### src/rtl/fifo_rd_pkg.sv
// Shared constants, FSM encoding and keep-mask helper for the FIFO read-side packer.
package fifo_rd_pkg;

    localparam int BYTE_W    = 8;
    localparam int MAX_BYTES = 8;

    typedef enum logic [1:0] {
        RUN,
        FLUSH_WAIT,
        FLUSH_EMIT
    } state_e;

    // Low `cnt` bits set; any count of MAX_BYTES or more yields all ones.
    function automatic logic [MAX_BYTES-1:0] keep_mask(input logic [3:0] cnt);
        logic [MAX_BYTES-1:0] m;
        m = '0;
        for (int i = 0; i < MAX_BYTES; i++) begin
            if (i < int'(cnt)) m[i] = 1'b1;
        end
        return m;
    endfunction

endpackage

### src/rtl/fifo_rd_packer_lanes.sv
// Lane register and byte count: writes each arriving byte into lane `cnt`.
// Also exposes the word with the arriving byte already merged in.
module fifo_byte_packer
    import fifo_rd_pkg::*;
#(
    parameter int BYTES = 4,
    parameter int CW    = $clog2(BYTES + 1)
) (
    input  logic                    clk,
    input  logic                    rst,
    input  logic                    byte_vld_i,
    input  logic [BYTE_W-1:0]       byte_i,
    input  logic                    take_i,
    output logic [CW-1:0]           cnt_o,
    output logic [BYTES*BYTE_W-1:0] word_o
);

    logic [CW-1:0]           cnt_q, cnt_d;
    logic [BYTES*BYTE_W-1:0] data_q, data_d;

    always_comb begin
        word_o = data_q;
        for (int i = 0; i < BYTES; i++) begin
            if (byte_vld_i && cnt_q == CW'(i)) word_o[i*BYTE_W +: BYTE_W] = byte_i;
        end
    end

    // Clearing on take keeps every lane above `cnt` at zero for partial words.
    always_comb begin
        cnt_d  = cnt_q;
        data_d = data_q;
        if (take_i) begin
            cnt_d  = '0;
            data_d = '0;
        end else if (byte_vld_i) begin
            cnt_d  = cnt_q + CW'(1);
            data_d = word_o;
        end
    end

    // NOTE: the lane register is reset, unlike a RAM array, because a partial word relies on its unused lanes reading zero.
    always_ff @(posedge clk) begin
        if (rst) begin
            cnt_q  <= '0;
            data_q <= '0;
        end else begin
            cnt_q  <= cnt_d;
            data_q <= data_d;
        end
    end

    assign cnt_o = cnt_q;

endmodule

### src/rtl/fifo_rd_packer.sv
// FIFO read-side engine: pop rule, flush FSM and output register.
// Packs BYTES little-endian bytes per valid/ready word.
module fifo_rd_packer
    import fifo_rd_pkg::*;
#(
    parameter int BYTES = 4,
    parameter int DW    = BYTE_W * BYTES
) (
    input  logic              clk,
    input  logic              rst,
    input  logic              fifo_empty,
    input  logic [BYTE_W-1:0] fifo_dout,
    output logic              fifo_rd,
    input  logic              flush,
    output logic              flush_done,
    output logic              busy,
    output logic [DW-1:0]     m_data,
    output logic [BYTES-1:0]  m_keep,
    output logic              m_last,
    output logic              m_valid,
    input  logic              m_ready
);

    localparam int          CW   = $clog2(BYTES + 1);
    localparam logic [CW:0] FULL = (CW+1)'(BYTES);

    state_e           state_q, state_d;
    logic             rd_q;
    logic             done_q, done_d;
    logic [CW-1:0]    cnt;
    logic [DW-1:0]    word;
    logic [CW:0]      fill;
    logic             out_free, full_take, flush_take, take;
    logic [DW-1:0]    data_q, data_d;
    logic [BYTES-1:0] keep_q, keep_d;
    logic             last_q, last_d;
    logic             valid_q, valid_d;

    fifo_byte_packer #(
        .BYTES (BYTES),
        .CW    (CW)
    ) u_lanes (
        .clk        (clk),
        .rst        (rst),
        .byte_vld_i (rd_q),
        .byte_i     (fifo_dout),
        .take_i     (take),
        .cnt_o      (cnt),
        .word_o     (word)
    );

    // Held bytes plus the byte in flight; never exceeds BYTES.
    assign fill       = {1'b0, cnt} + {{CW{1'b0}}, rd_q};
    assign out_free   = !valid_q || m_ready;
    assign full_take  = out_free && ((rd_q && fill == FULL) ||
                                     (state_q == RUN && {1'b0, cnt} == FULL));
    assign flush_take = out_free && state_q == FLUSH_EMIT;
    assign take       = full_take || flush_take;

    // NOTE: defaults are assigned first in every always_comb so no path leaves a signal unassigned and no latch is inferred.
    always_comb begin
        fifo_rd = 1'b0;
        if (!rst && !fifo_empty && state_q == RUN) begin
            fifo_rd = (fill < FULL) || (fill == FULL && rd_q && out_free);
        end
    end

    always_comb begin
        state_d = state_q;
        done_d  = 1'b0;
        unique case (state_q)
            RUN: begin
                if (flush) state_d = FLUSH_WAIT;
            end
            FLUSH_WAIT: begin
                if (!rd_q) begin
                    if (cnt != '0) begin
                        state_d = FLUSH_EMIT;
                    end else begin
                        state_d = RUN;
                        done_d  = 1'b1;
                    end
                end
            end
            FLUSH_EMIT: begin
                if (out_free) begin
                    state_d = RUN;
                    done_d  = 1'b1;
                end
            end
            default: state_d = RUN;
        endcase
    end

    always_comb begin
        valid_d = valid_q;
        data_d  = data_q;
        keep_d  = keep_q;
        last_d  = last_q;
        if (take) begin
            valid_d = 1'b1;
            data_d  = word;
            keep_d  = flush_take ? BYTES'(keep_mask(4'(cnt))) : '1;
            last_d  = flush_take;
        end else if (m_ready) begin
            valid_d = 1'b0;
        end
    end

    always_ff @(posedge clk) begin
        if (rst) begin
            state_q <= RUN;
            rd_q    <= 1'b0;
            done_q  <= 1'b0;
            valid_q <= 1'b0;
            data_q  <= '0;
            keep_q  <= '0;
            last_q  <= 1'b0;
        end else begin
            state_q <= state_d;
            rd_q    <= fifo_rd;
            done_q  <= done_d;
            valid_q <= valid_d;
            data_q  <= data_d;
            keep_q  <= keep_d;
            last_q  <= last_d;
        end
    end

    assign m_valid    = valid_q;
    assign m_data     = data_q;
    assign m_keep     = keep_q;
    assign m_last     = last_q;
    assign flush_done = done_q;
    assign busy       = rd_q || (cnt != '0) || valid_q;

endmodule

### config.mk
export PLATFORM = sky130hd
export DESIGN_NAME = fifo_rd_packer
export DESIGN_NICKNAME = d
export VERILOG_FILES = /design/src/rtl/fifo_rd_pkg.sv /design/src/rtl/fifo_rd_packer_lanes.sv /design/src/rtl/fifo_rd_packer.sv
export SDC_FILE = /design/constraint.sdc
export NUM_CORES = 1
export LEC_CHECK = 0
export CAP_MARGIN = 5
export CORE_MARGIN = 2
export CORE_UTILIZATION = 30
export CTS_BUF_LIST = sky130_fd_sc_hd__clkbuf_2
export DETAILED_ROUTE_END_ITERATION = 6
export GPL_TIMING_DRIVEN = 0
export PLACE_DENSITY = 0.47
export RECOVER_POWER = 100
export SLEW_MARGIN = 0
export SYNTH_ARGS = -nofsm -noshare
export SYNTH_HDL_FRONTEND = slang
export SYNTH_HIERARCHICAL = 1
export SYNTH_SLANG_ARGS = --single-unit
export TNS_END_PERCENT = 20
### constraint.sdc
create_clock -name clk -period 2.4 [get_ports clk]
set_input_delay 0.24 -clock clk [delete_from_list [all_inputs] [get_ports clk]]
set_output_delay 0.24 -clock clk [all_outputs]
set_load 0.01 [all_outputs]
[After elaboration in Yosys (flattened, before gate mapping)]
Index checks and enable logic that the tools add are counted.
Storage, ports and cells
  flip-flop bits (word level): 77
  output and inout port bits: 41
  word-level logic and storage cells: 73
Operators by class
  $add $sub $neg: 2
  magnitude comparators: 5
  equal/unequal tests: 10
  muxes and demuxes: 21
  reductions and logical operators: 26
Operators by type and width (number)
  2-to-1 mux 8 bit: 4
  logical AND 1 bit: 11
  2-to-1 mux 1 bit: 10
  2-to-1 mux 2 bit: 4
  equality test 3 x 2 -> 1 bit (second input constant): 2
  logical OR 1 bit: 6
  less-than comparator 1 x 3 -> 1 bit (first input constant): 2
  less-than comparator 2 x 3 -> 1 bit (first input constant): 2
  inequality test 2 bit (second input constant): 3
  one-hot mux 2 bit (3 select lines): 1
  adder 3 x 1 -> 4 bit: 1
  equality test 4 x 3 -> 1 bit (second input constant): 1
  less-than comparator 4 x 3 -> 1 bit (second input constant): 1
  2-to-1 mux 4 bit: 1
  adder 3 x 1 -> 3 bit (second input constant): 1
  equality test 3 x 1 -> 1 bit (second input constant): 1
  equality test 3 bit (second input constant): 1
  zero test 1 bit: 3
  zero test 3 bit: 1
  AND reduction 3 bit: 1
  nonzero test 3 bit: 1
  equality test 2 x 1 -> 1 bit (second input constant): 1
  equality test 2 bit (second input constant): 1
  zero test 2 bit: 1
  3 further kinds: 3

[Depth between registers and ports, before layout]
  depth in word-level cells: 7
  depth in mapped cells: 9

[Hierarchy]
Netlist, hierarchy kept.
By module, submodules not included
  fifo_byte_packer: times used 1, cells an instance 183, area each 1964.4 um^2
  fifo_rd_packer: times used 1, cells an instance 203, area each 1818.0 um^2

[Worst setup path after synthesis]
No wires, ideal clock.
  path type: reg2reg
  start point: register u_lanes.cnt_q[0] (netlist: u_lanes/cnt_o[0])
  end point: register u_lanes.cnt_q[0] (netlist: u_lanes/cnt_o[0])
  data arrival time: 2.284 ns
  required time: 2.272 ns
  path slack: -0.011 ns
  stages on the path, launching flop included: 9
  path buffers: 2
  clock period less this slack: 2.411 ns
  cells stage by stage: dfxtp_1 -> ha_1 -> ha_1 -> or4_4 -> o22ai_2 -> buf_2 -> or2_2 -> clkbuf_1 -> nor2_1
Between the ends
  cells in the longest elaborated chain, start to end: 7
Ends and longest elaborated chain
  from (decl): RTL line fifo_rd_packer_lanes.sv:18  | logic [CW-1:0] cnt_q, cnt_d;
  from (signal assigned): RTL line fifo_rd_packer_lanes.sv:47  | cnt_q <= cnt_d;
  adder 3 x 1 -> 4 bit: RTL line fifo_rd_packer.sv:53  | assign fill = {1'b0, cnt} + {{CW{1'b0}}, rd_q};
  equality test 4 x 3 -> 1 bit: RTL line fifo_rd_packer.sv:55  | assign full_take = out_free && ((rd_q && fill == FULL) ||
  logical AND 1 bit: RTL line fifo_rd_packer.sv:55
  logical OR 1 bit (*): RTL line fifo_rd_packer.sv:55
  logical AND 1 bit (*): RTL line fifo_rd_packer.sv:55
  logical OR 1 bit (*): RTL line fifo_rd_packer.sv:58  | assign take = full_take || flush_take;
  named net take: RTL line fifo_rd_packer.sv:33  | logic out_free, full_take, flush_take, take;
  OR reduction 2 bit (no line) (*)
The timed path passes the listed nets; every way through them passes the cells marked *.
A chain may end at the register's enable or synchronous reset.

[Worst setup path after layout]
  start point: register rd_q
  end point: output fifo_rd
Between the ends
  cells in the longest elaborated chain, start to end: 6
Ends and longest elaborated chain
  from (decl): RTL line fifo_rd_packer.sv:28  | logic rd_q;
  from (signal assigned): RTL line fifo_rd_packer.sv:121  | rd_q <= fifo_rd;
  parallel branches: the longest is 4 deep, another holds adder 3 x 1 -> 4 bit
  logical OR 1 bit (*): RTL line fifo_rd_packer.sv:64  | fifo_rd = (fill < FULL) || (fill == FULL && rd_q && out_free);
  2-to-1 mux 1 bit (*): RTL line fifo_rd_packer.sv:63  | if (!rst && !fifo_empty && state_q == RUN) begin
  to (decl): RTL line fifo_rd_packer.sv:13  | output logic fifo_rd,
Mark *: on every way between the ends.

==> flow_summary.toml <==
[clocking]
cts_buffers = 9
cts_root_buffer = "clkbuf_2"
cts-hold-fix-buffers = 0
cts_sinks = 77
ctsLongestPathBuffers = 2
cts_tree = "built"
insertion_delay_ps = 550
htreeDepth = 3
clk_pin_slew_ps = 180

[power]
clkPwrFrac_pct = 23.4
netSwitchingFraction_pct = 31.8
seqPwrFrac_pct = 47.8
power.density_nw_per_um2 = 605
peakVddDrop_v = 0.000249
intPower_uw = 1990
leakage_uw = 0.00206
p_sw_uw = 925
combPwrFrac_pct = 28.8
finalPower_uw = 2910

[sta]
worst_pin_slew_ps = 657
layout_setup_ws_ps = -125
setup_viol_count_final = 30
hold_violations = 0
rsz0062_at_grt = "yes"
relSlewSlack_pct = 56.2
fmax_ghz = 0.396
finalCriticalPeriod_ps = 2520
period_share_pct = 105
drv_slew = 0
whs_ps = 331
fin_setup_tns_ps = -709
skew_ps = 24.6

[synth]
yosysUniqueCellTypes = 38
async_flop_share_pct = 0
ys_warn_count = 6
ys_seq_area_share_pct = 40.8
synthTopCellsByCount = "dfxtp_1 (77), nand2_1 (77), mux2i_1 (59), or3b_2 (32), mux2_2 (19)"
syn_area_per_cell_um2 = 9.80
yosys-top-cells-area = "dfxtp_1 (41%), mux2i_1 (16%), nand2_1 (7.6%)"
synth_top_area_share_pct = 40.8
synth_enable_flop_cells = 0
synth-seq-cells = 77
synth_area_um2 = 3780
syn_nets = 409
synthCells = 386
yosysTopAreaCell = "dfxtp_1"
ys.flop_type = "dfxtp_1"

[floorplan]
die_h_um = 116
fp-row-count = 41
die-area_um2 = 13500
initial_core_util_pct = 30.3
fp.dieW_um = 116
coreArea_um2 = 12500
io_pins = 54

[drt]
avgViaCountPerCell = 4.65
wire_per_inst_um = 15.4
drt_wl_total_mm = 9.89
dr_wl_met2_mm = 4.66
route.vias.total = 2978
postRouteAntennaNets = 0
met3WireLength_um = 413
drc = 0
route.top_layer_used = "met4"
wl_met1_mm = 4.60
drtIter0Drc = 92
dr.pass1.iters = 4

[critical_path]
path_common_cell = "ha_4"
reg2reg_from = "rd_q"
crit_fanout = 3
path_delay_family = "simple AND/OR/NAND/NOR gates"
cp_cell_sequence = "ha_4 > ha_4 > or4_4 > a21oi_2 > o211a_1 > buf_6"
criticalPathCategory = "reg -> out"
worst-path-buf-inv = 1
cp_slowest_cell = "or4_4"
crit_required_ps = 2160
r2r_slack_ps = -50
crit_path_max_incr_delay_ps = 550
r2r-end = "m_data[1]"
worstSetupEndpointType = "output pin"
cp-start-kind = "register"
arrival_ps = 2280
rr_worst_depth = 8

[placed_design]
placed_area_um2 = 4530
dpl.hpwl_mm = 7.00
portBuffers = 53
gp_congestion = 0.774

[global_route]
antenna_found_initial = 0
grt_use_total_pct = 15.8
grt_pass1_vias = 3103
overflow = 0
grt_pass1_wl_mm = 15.9
grt_max_degree = 16

[hold_path]
whs_endpoint = "rd_q"
min_path_type = "in -> reg"
hp-start = "fifo_empty"
hold_depth = 3

[layout]
syn_to_final_growth_pct = 27.3
diodes = 0
stdcell_area_um2 = 4810
fin_nets = 489
fill_cells = 1308
drive_gt1_share_pct = 26.2

[outcome]
failed_checks = "setup timing"
outcome = "finished, violations left"

[run]
max_cap_viol_count = 0
## per-stage QoR
step | utilization [%] | worst slack [ps] | cells
floorplan | - | 62.1 | 386
global placement | 36.3 | -480 | 611
detailed placement | 36.3 | -541 | 611
CTS | 38.3 | -143 | 639
global route | 38.6 | -229 | 641
finish | 38.6 | -125 | 641
## state kept, by name, indices dropped and copies added, names as in the netlist
name	flops
flush_done	1
m_data	32
m_keep	4
m_last	1
m_valid	1
rd_q	1
state_q	2
u_lanes/cnt_o	3
u_lanes/data_q	32
## cell usage in the layout, fill, tap and decap left out, drive strengths merged, types with 3 or more instances in the layout
master / count
buf: 29
clkdlybuf4s50: 12
mux2: 24
dlygate4sd3: 40
a21bo: 8
dfxtp: 77
nand3: 8
a21oi: 16
nand3b: 3
mux2i: 59
nand2: 77
nor2: 7
or3b: 32
inv: 10
o21a: 5
ha: 10
clkbuf: 28
## timing repair
action | 4_1_cts | 5_1_grt
pin swaps | 4 | 5
resized for setup | 19 | 13
setup buffers | 14 | 4
endpoints found under the setup margin | 56 | 36
## kinds of logic (layout without fill, tap and decap cells)
kind of cell             Yosys count  in the layout  synth area share [%]
flip-flops                        77             77                  40.8
multiplexers                      83             83                  23.3
XOR/XNOR                           1              1                 0.232
adder cells (fa/ha/maj)           10             10                  3.31
AND/OR/NAND/NOR                  138            138                  19.8
AO/OA/AOI/OAI                     38             38                  7.24
buffers and inverters             39            122                  5.42
## layer usage
layer  global-route usage, %  vias up
li1                        -     1479
met1                    19.8     1438
met2                    25.5       46
met3                    5.14       15
met4                    5.71        0
met5                       0        -
## worst register-to-register path, stage by stage (launching register included)
cell and delay [ps]:
dfxtp_4 390, ha_4 170, ha_4 200, or4_4 550, buf_4 160, o22ai_2 170, clkbuf_4 340, buf_8 220
mux2i_1 210
## power groups by stage
| stage | Sequential [µW] | Clock, µW | Combinational, µW |
|---|---|---|---|
| after global placement | 1420 | 0 | 769 |
| after global routing | 1400 | 779 | 916 |
| after floorplan | 1420 | 0 | 497 |
| after detailed placement | 1420 | 0 | 773 |
| after CTS | 1390 | 720 | 839 |
| final | 1390 | 682 | 837 |
## how the worst max path moves through the flow
stage / start / depth (start not counted) / end
6_report: rd_q / 6 / fifo_rd
5_1_grt: rd_q / 6 / fifo_rd
4_1_cts: u_lanes/cnt_o[0] / 6 / fifo_rd
3_5_place_dp: u_lanes/cnt_o[0] / 8 / u_lanes/data_q[1]
3_3_place_gp: u_lanes/cnt_o[0] / 8 / u_lanes/data_q[3]
2_1_floorplan: u_lanes/cnt_o[0] / 8 / u_lanes/data_q[0]
## final cells by class
type	count	area, µm²	share of cell area [%]
multi-input cells	270	2070	43.1
flip-flops and latches	77	1550	32.3
repair buffers	69	668	13.9
well taps	172	215	4.47
plain buffers	29	170	3.54
clock buffers	11	55.1	1.14
clock inverters	3	38.8	0.806
inverters	10	37.5	0.780
No activity file was read; power rests on OpenSTA's default activity.
